==> src/rtl/xor_parity_serializer_pkg.sv <==
// Shared definitions for the XOR parity serializer and its matching checker:
// FSM state encodings, the default frame width and the parity-sense constants.
package xor_parity_serializer_pkg;

    typedef enum logic [1:0] {
        ST_IDLE   = 2'd0,
        ST_SHIFT  = 2'd1,
        ST_PARITY = 2'd2
    } state_t;

    localparam int DEFAULT_DATA_W = 8;

    localparam bit PARITY_EVEN = 1'b0;
    localparam bit PARITY_ODD  = 1'b1;

endpackage

==> src/rtl/xor_parity_serializer_parity_accum.sv <==
// One-bit running XOR accumulator for the serializer's trailing parity bit.
// clear has priority over load, load over enable; the parity output applies
// the odd-parity inversion so the caller never has to.
module parity_accum
    import xor_parity_serializer_pkg::*;
#(
    parameter bit ODD_PARITY = PARITY_EVEN
) (
    input  logic clk,
    input  logic rst_n,
    input  logic clear,
    input  logic load,
    input  logic load_bit,
    input  logic en,
    input  logic bit_in,
    output logic parity
);

    logic acc;

    // Accumulate XOR of every data bit of the current frame.
    always_ff @(posedge clk or negedge rst_n) begin
        if (!rst_n) begin
            acc <= 1'b0;
        end else if (clear) begin
            acc <= 1'b0;
        end else if (load) begin
            acc <= load_bit;
        end else if (en) begin
            acc <= acc ^ bit_in;
        end
    end

    assign parity = acc ^ ODD_PARITY;

endmodule

==> src/rtl/xor_parity_serializer.sv <==
// Parallel-to-serial frame stage: accepts a DATA_W-bit word on a valid/ready
// handshake, emits it LSB-first one bit per transfer, then appends a single
// parity bit flagged with ser_last. Back-to-back frames have no idle bubble.
module xor_parity_serializer
    import xor_parity_serializer_pkg::*;
#(
    parameter int DATA_W     = DEFAULT_DATA_W,
    parameter bit ODD_PARITY = PARITY_EVEN
) (
    input  logic              clk,
    input  logic              rst_n,
    input  logic [DATA_W-1:0] in_data,
    input  logic              in_valid,
    output logic              in_ready,
    input  logic              ser_ready,
    output logic              ser_out,
    output logic              ser_valid,
    output logic              ser_last,
    output logic              busy
);

    localparam int CNT_W = $clog2(DATA_W + 1);
    localparam logic [CNT_W-1:0] LAST_CNT = CNT_W'(DATA_W - 1);

    state_t            state;
    logic [DATA_W-1:0] shift_reg;
    logic [CNT_W-1:0]  bit_cnt;
    logic              parity;

    logic xfer;
    logic accept;
    logic last_bit;
    logic acc_clear;
    logic acc_en;

    assign xfer     = ser_valid && ser_ready;
    assign accept   = in_valid && in_ready;
    assign last_bit = (bit_cnt == LAST_CNT);

    // The frame ends with no follow-on word: drop the accumulator back to zero.
    assign acc_clear = (state == ST_PARITY) && xfer && !in_valid;
    // Fold in the bit that becomes current after this transfer; the last data
    // bit is already included by the time it is on the wire.
    assign acc_en    = (state == ST_SHIFT) && xfer && !last_bit;

    parity_accum #(
        .ODD_PARITY(ODD_PARITY)
    ) u_parity_accum (
        .clk     (clk),
        .rst_n   (rst_n),
        .clear   (acc_clear),
        .load    (accept),
        .load_bit(in_data[0]),
        .en      (acc_en),
        .bit_in  (shift_reg[1]),
        .parity  (parity)
    );

    // Ready is open in IDLE, and in PARITY only when the parity bit leaves now.
    always_comb begin
        in_ready = 1'b0;
        case (state)
            ST_IDLE:   in_ready = 1'b1;
            ST_PARITY: in_ready = ser_ready;
            default:   in_ready = 1'b0;
        endcase
    end

    // Frame FSM with shift register, bit counter and registered serial outputs.
    always_ff @(posedge clk or negedge rst_n) begin
        if (!rst_n) begin
            state     <= ST_IDLE;
            shift_reg <= '0;
            bit_cnt   <= '0;
            ser_out   <= 1'b0;
            ser_valid <= 1'b0;
            ser_last  <= 1'b0;
            busy      <= 1'b0;
        end else begin
            case (state)
                ST_IDLE: begin
                    if (in_valid) begin
                        state     <= ST_SHIFT;
                        shift_reg <= in_data;
                        bit_cnt   <= '0;
                        ser_out   <= in_data[0];
                        ser_valid <= 1'b1;
                        ser_last  <= 1'b0;
                        busy      <= 1'b1;
                    end
                end

                ST_SHIFT: begin
                    if (xfer) begin
                        if (last_bit) begin
                            state    <= ST_PARITY;
                            ser_out  <= parity;
                            ser_last <= 1'b1;
                        end else begin
                            shift_reg <= shift_reg >> 1;
                            bit_cnt   <= bit_cnt + CNT_W'(1);
                            ser_out   <= shift_reg[1];
                        end
                    end
                end

                ST_PARITY: begin
                    if (xfer) begin
                        if (in_valid) begin
                            // Next word starts immediately after the parity bit.
                            state     <= ST_SHIFT;
                            shift_reg <= in_data;
                            bit_cnt   <= '0;
                            ser_out   <= in_data[0];
                            ser_valid <= 1'b1;
                            ser_last  <= 1'b0;
                            busy      <= 1'b1;
                        end else begin
                            state     <= ST_IDLE;
                            ser_out   <= 1'b0;
                            ser_valid <= 1'b0;
                            ser_last  <= 1'b0;
                            busy      <= 1'b0;
                        end
                    end
                end

                default: begin
                    state     <= ST_IDLE;
                    ser_out   <= 1'b0;
                    ser_valid <= 1'b0;
                    ser_last  <= 1'b0;
                    busy      <= 1'b0;
                end
            endcase
        end
    end

endmodule

==> config.mk <==
export PLATFORM = sky130hd
export DESIGN_NAME = xor_parity_serializer
export DESIGN_NICKNAME = d
export VERILOG_FILES = /design/src/rtl/xor_parity_serializer_pkg.sv /design/src/rtl/xor_parity_serializer_parity_accum.sv /design/src/rtl/xor_parity_serializer.sv
export SDC_FILE = /design/constraint.sdc
export NUM_CORES = 1
export LEC_CHECK = 0
export CELL_PAD_IN_SITES_DETAIL_PLACEMENT = 1
export CELL_PAD_IN_SITES_GLOBAL_PLACEMENT = 1
export CORE_ASPECT_RATIO = 1.4
export CORE_MARGIN = 4
export CORE_UTILIZATION = 41
export CTS_CLUSTER_SIZE = 8
export DETAILED_ROUTE_END_ITERATION = 7
export PLACE_DENSITY = 0.88
export SETUP_SLACK_MARGIN = 0.15
export SYNTH_ARGS = -nofsm -noshare
export SYNTH_HDL_FRONTEND = slang
export SYNTH_HIERARCHICAL = 1
export SYNTH_SLANG_ARGS = --single-unit
==> constraint.sdc <==
create_clock -name clk -period 5.56 [get_ports clk]
set_clock_uncertainty 0.15 [all_clocks]
set_input_delay 1.112 -clock clk [delete_from_list [all_inputs] [get_ports clk]]
set_output_delay 1.112 -clock clk [all_outputs]
set_load 0.03 [all_outputs]
# Word level (Yosys, flattened, before mapping)

Cells that the tools add are included.

Flip-flop bits (word level): 18
Input bits: 12
Output and inout port bits: 5
Word-level logic and storage cells: 68

Add/subtract/negate cells: 1
Eq/ne operators: 8
Muxes and demuxes: 35
Bitwise operators: 2
Reductions and logical operators: 15

Operators with widths:

| cell                | count |
|---|---|
| $mux 8              | 4 |
| $pmux 8 s3          | 1 |
| $mux 1              | 16 |
| $mux 4              | 4 |
| $pmux 4 s3          | 1 |
| $ne 2x2->1 const B  | 5 |
| $pmux 1 s3          | 3 |
| $mux 2              | 4 |
| $reduce_and 4->1    | 2 |
| $logic_and 1x1->1   | 6 |
| $pmux 2 s3          | 1 |
| $reduce_and 3->1    | 2 |
| $reduce_bool 3->1   | 2 |
| $add 4x1->4 const B | 1 |
| $eq 4x3->1 const B  | 1 |
| $eq 2x1->1 const B  | 1 |
| $eq 2x2->1 const B  | 1 |
| $logic_not 1->1     | 2 |
| $logic_not 2->1     | 1 |
| $pmux 1 s2          | 1 |
| $not 1->1           | 1 |
| $xor 1x1->1         | 1 |

# Longest topological paths before layout

Word-level depth: 6
Gate-level depth with buffers: 7
Gate-level depth less buffers: 6

# Hierarchy

The synthesis kept the hierarchy.

Modules (own cells, without submodules):

| module                | times used | cells each | area each (um2) | sequential area each (um2) |
|---|---|---|---|---|
| xor_parity_serializer | 1          | 90         | 843.3           | 375.4 |
| parity_accum          | 1          | 5          | 61.3            | 25.0 |

# Worst setup path before layout

Ideal clock, no wire load.

Path kind: input -> output
Start point: in ser_ready
End point: out in_ready
Data arrival time: 1668 ps
Required time: 4298 ps
Path slack: 2630 ps
Stages on the path: 2
Buffers on the path: 0
Cells stage by stage: inv_1 -> a21oi_1

Longest elaborated chain between the ends: 1

Ends and longest elaborated chain:

| what        | line                        | text |
|---|---|---|
| from (decl) | xor_parity_serializer.sv:15 | `input logic ser_ready,` |
| $pmux 1 s2  | xor_parity_serializer.sv:62 | `case (state)` |
| to (decl)   | xor_parity_serializer.sv:14 | `output logic in_ready,` |

Every way passes these cells.

# Worst setup path after layout

Ends and elaborated chain as after synthesis.

==> impl_metrics.csv <==
group,metric,value,unit
cts,cts_setup_buffers,0,
setup_path,cp.arrival,2.58,ns
layout,nNetsFinal,124,
synth,yosysUniqueCellTypes,34,
sta,finalCritPeriodShare,69.1,%
place,dp_slack,1.71,ns
sta,rsz0062_at_grt,"false",
route,drcViolationCount,0,
sta,tightest_slew,0.764,ns
cts,cts_resized,0,
synth,synth_top_area_share,44.3,%
sta,fin_setup_tns,0,ns
global_routing,grt_usage,14.9,%
place,routabilityCongestion,0.866,
synth,syn_inst,95,
pwr,ir_worst_vdd,0.000215,V
route,drt_iter0_drc,13,
setup_path,crit_fanout,4,
sta,finalCriticalPeriod,3.84,ns
job,drv_cap,0,
synth,yosys.area.top_type,"dfrtp_1",
layout,area_growth,19.4,%
cts,cts_num_sinks,16,
floorplan,rows,19,
place,dp_cells,127,
synth,ys.flop_type,"dfrtp_1",
floorplan,die_y,63.6,um
hold_path,hold_path_class,"reg2reg",
cts,clk_path_buf_depth,2,
synth,yosysSeqAreaShare,44.3,%
route,wl_per_cell,15.2,um
route,drt_wl_total,1.98,mm
pwr,pwr_density_cell,530,nW/um^2
synth,synth_seq_cells,16,
route,num_vias,745,
layout,final_cells,130,
synth,ys_top_cells_by_area,"dfrtp_1 (44%), mux2_2 (8.7%), nand2_1 (8.7%), nor2_1 (2.9%), a22o_1 (2.9%)",
status,status,"finished clean",
cts,cts_hold_buf,0,
floorplan,io-pin-count,17,
pwr,p_leak,0.498,nW
sta,finalHoldViolCount,0,
cts,htree_levels,1,
place,dp_hpwl,1.50,mm
sta,post-route-worst-setup-slack,1.72,ns
global_routing,first_global_vias,742,
route,final_antenna_net_count,0,
cts,cts_buffers,3,
setup_path,required,4.30,ns
synth,synth-edff-count,0,
cts,root_buffer,"clkbuf_4",
sta,drv_slew,0,
global_routing,grt_remaining_overflow,0,
sta,timing.slew.headroom,48.9,%
global_routing,grt_start_max_net_pins,17,
global_routing,grt_first_pass_wirelength,3.35,mm
floorplan,core_area,2040,um^2
synth,synth_area,905,um^2
setup_path,end_kind,"output pin",
floorplan,start_util,44.2,%
floorplan,die_x,47.7,um
synth,avgSynthCellArea,9.52,um^2
layout,largest_register_ff_count,7,
route,via_per_inst,5.73,
cts,cts_tree,"done",
synth,ys_warn_count,6,
layout,utilization,52.8,%
sta,setup_viol,0,
global_routing,antenna_found_initial,0,
layout,drive_above_1_share,14.7,%
synth,synth_fp_nets,108,
floorplan,die-area,3030,um^2
cts,clk_pin_slew,0.09,ns
place,portBuffers,16,
setup_path,crit_type,"in2out",
setup_path,startpoint_type,"input pin",
route,first_pass_iters,3,
layout,antenna_cells,0,
synth,synthArstFlopShare,100,%
sta,clock.fmax,260,MHz
cts,clk_latency,0.28,ns
[critical path, cell delays in order]
cell,delay [ns]
clkdlybuf4s50_1,0.52
inv_1,0.07
a21oi_1,0.18
clkdlybuf4s50_1,0.70
[cells in the final DEF, fill, tap and decap left out, types with 3 or more instances in the layout]
master            n
a22o_1            3
clkbuf_4          3
inv_1             4
a21oi_1           3
clkdlybuf4s50_1  16
dfrtp_1          16
nor2_1            7
nand3_1           3
mux2_2            7
nand2_1          21
[path summary, 6_finish.rpt]
kind	cells after the start	slack (ns)	from	end
min	1	0.37	shift_reg[6]	shift_reg[6]
min in group asynchronous	1	1.12	rst_n	u_parity_accum/parity
max in group asynchronous	1	3.66	rst_n	bit_cnt[0]
min reg2reg	1	0.37	shift_reg[6]	shift_reg[6]
max reg2reg	5	3.50	ser_last	u_parity_accum/parity
max	4	1.72	ser_ready	in_ready
[power by group]
| group | switching (W) | internal (W) | leakage (nW) |
|---|---|---|---|
| sequential | 0.0000450 | 0.000166 | 0.198 |
| combinational | 0.000158 | 0.000143 | 0.286 |
| clock | 0.0000355 | 0.0000251 | 0.0138 |
[through the flow]
stage | hold slack (ns) | cell area (um^2) | total power [W]
3_5_place_dp | 0.348 | 1060 | 0.000520
6_report | 0.368 | 1080 | 0.000572
3_3_place_gp | 0.338 | 1060 | 0.000505
5_1_grt | 0.386 | 1080 | 0.000626
4_1_cts | 0.369 | 1080 | 0.000580
2_1_floorplan | 0.320 | 905 | 0.000446
[synth_stat cells, types with 2 or more instances]
library cell	count
nand2_1	21
dfrtp_1	16
mux2_2	7
nor2_1	7
inv_1	4
a21oi_1	3
a22o_1	3
buf_2	3
nand3_1	3
and3_1	2
nor3_1	2
o21ai_0	2
[layer usage]
metal | vias up | routed length (um) | track usage (%)
li1 | 359 | - | -
met1 | 366 | 888 | 18.8
met2 | 16 | 998 | 24.0
met3 | 4 | 72 | 3.13
met4 | 0 | 22 | 5.39
met5 | - | 0 | 0
[final cells by class]
class | count | area, um^2
multi-input cells | 70 | 455
clock buffers | 3 | 22.5
flip-flops and latches | 16 | 400
inverters | 4 | 15.0
fillers | 245 | 965
well taps | 21 | 26.3
repair buffers | 16 | 160
[cells by family after synthesis]
family          after synthesis  synth area share [%]
compound gates               16                  15.4
xor+xnor                      1                 0.968
fa+ha+maj                     1                  1.38
buf+inv                       9                  5.39
flops                        16                  44.3
mux                           7                  8.71
simple gates                 45                  23.9
(Power assumes the default switching activity.)
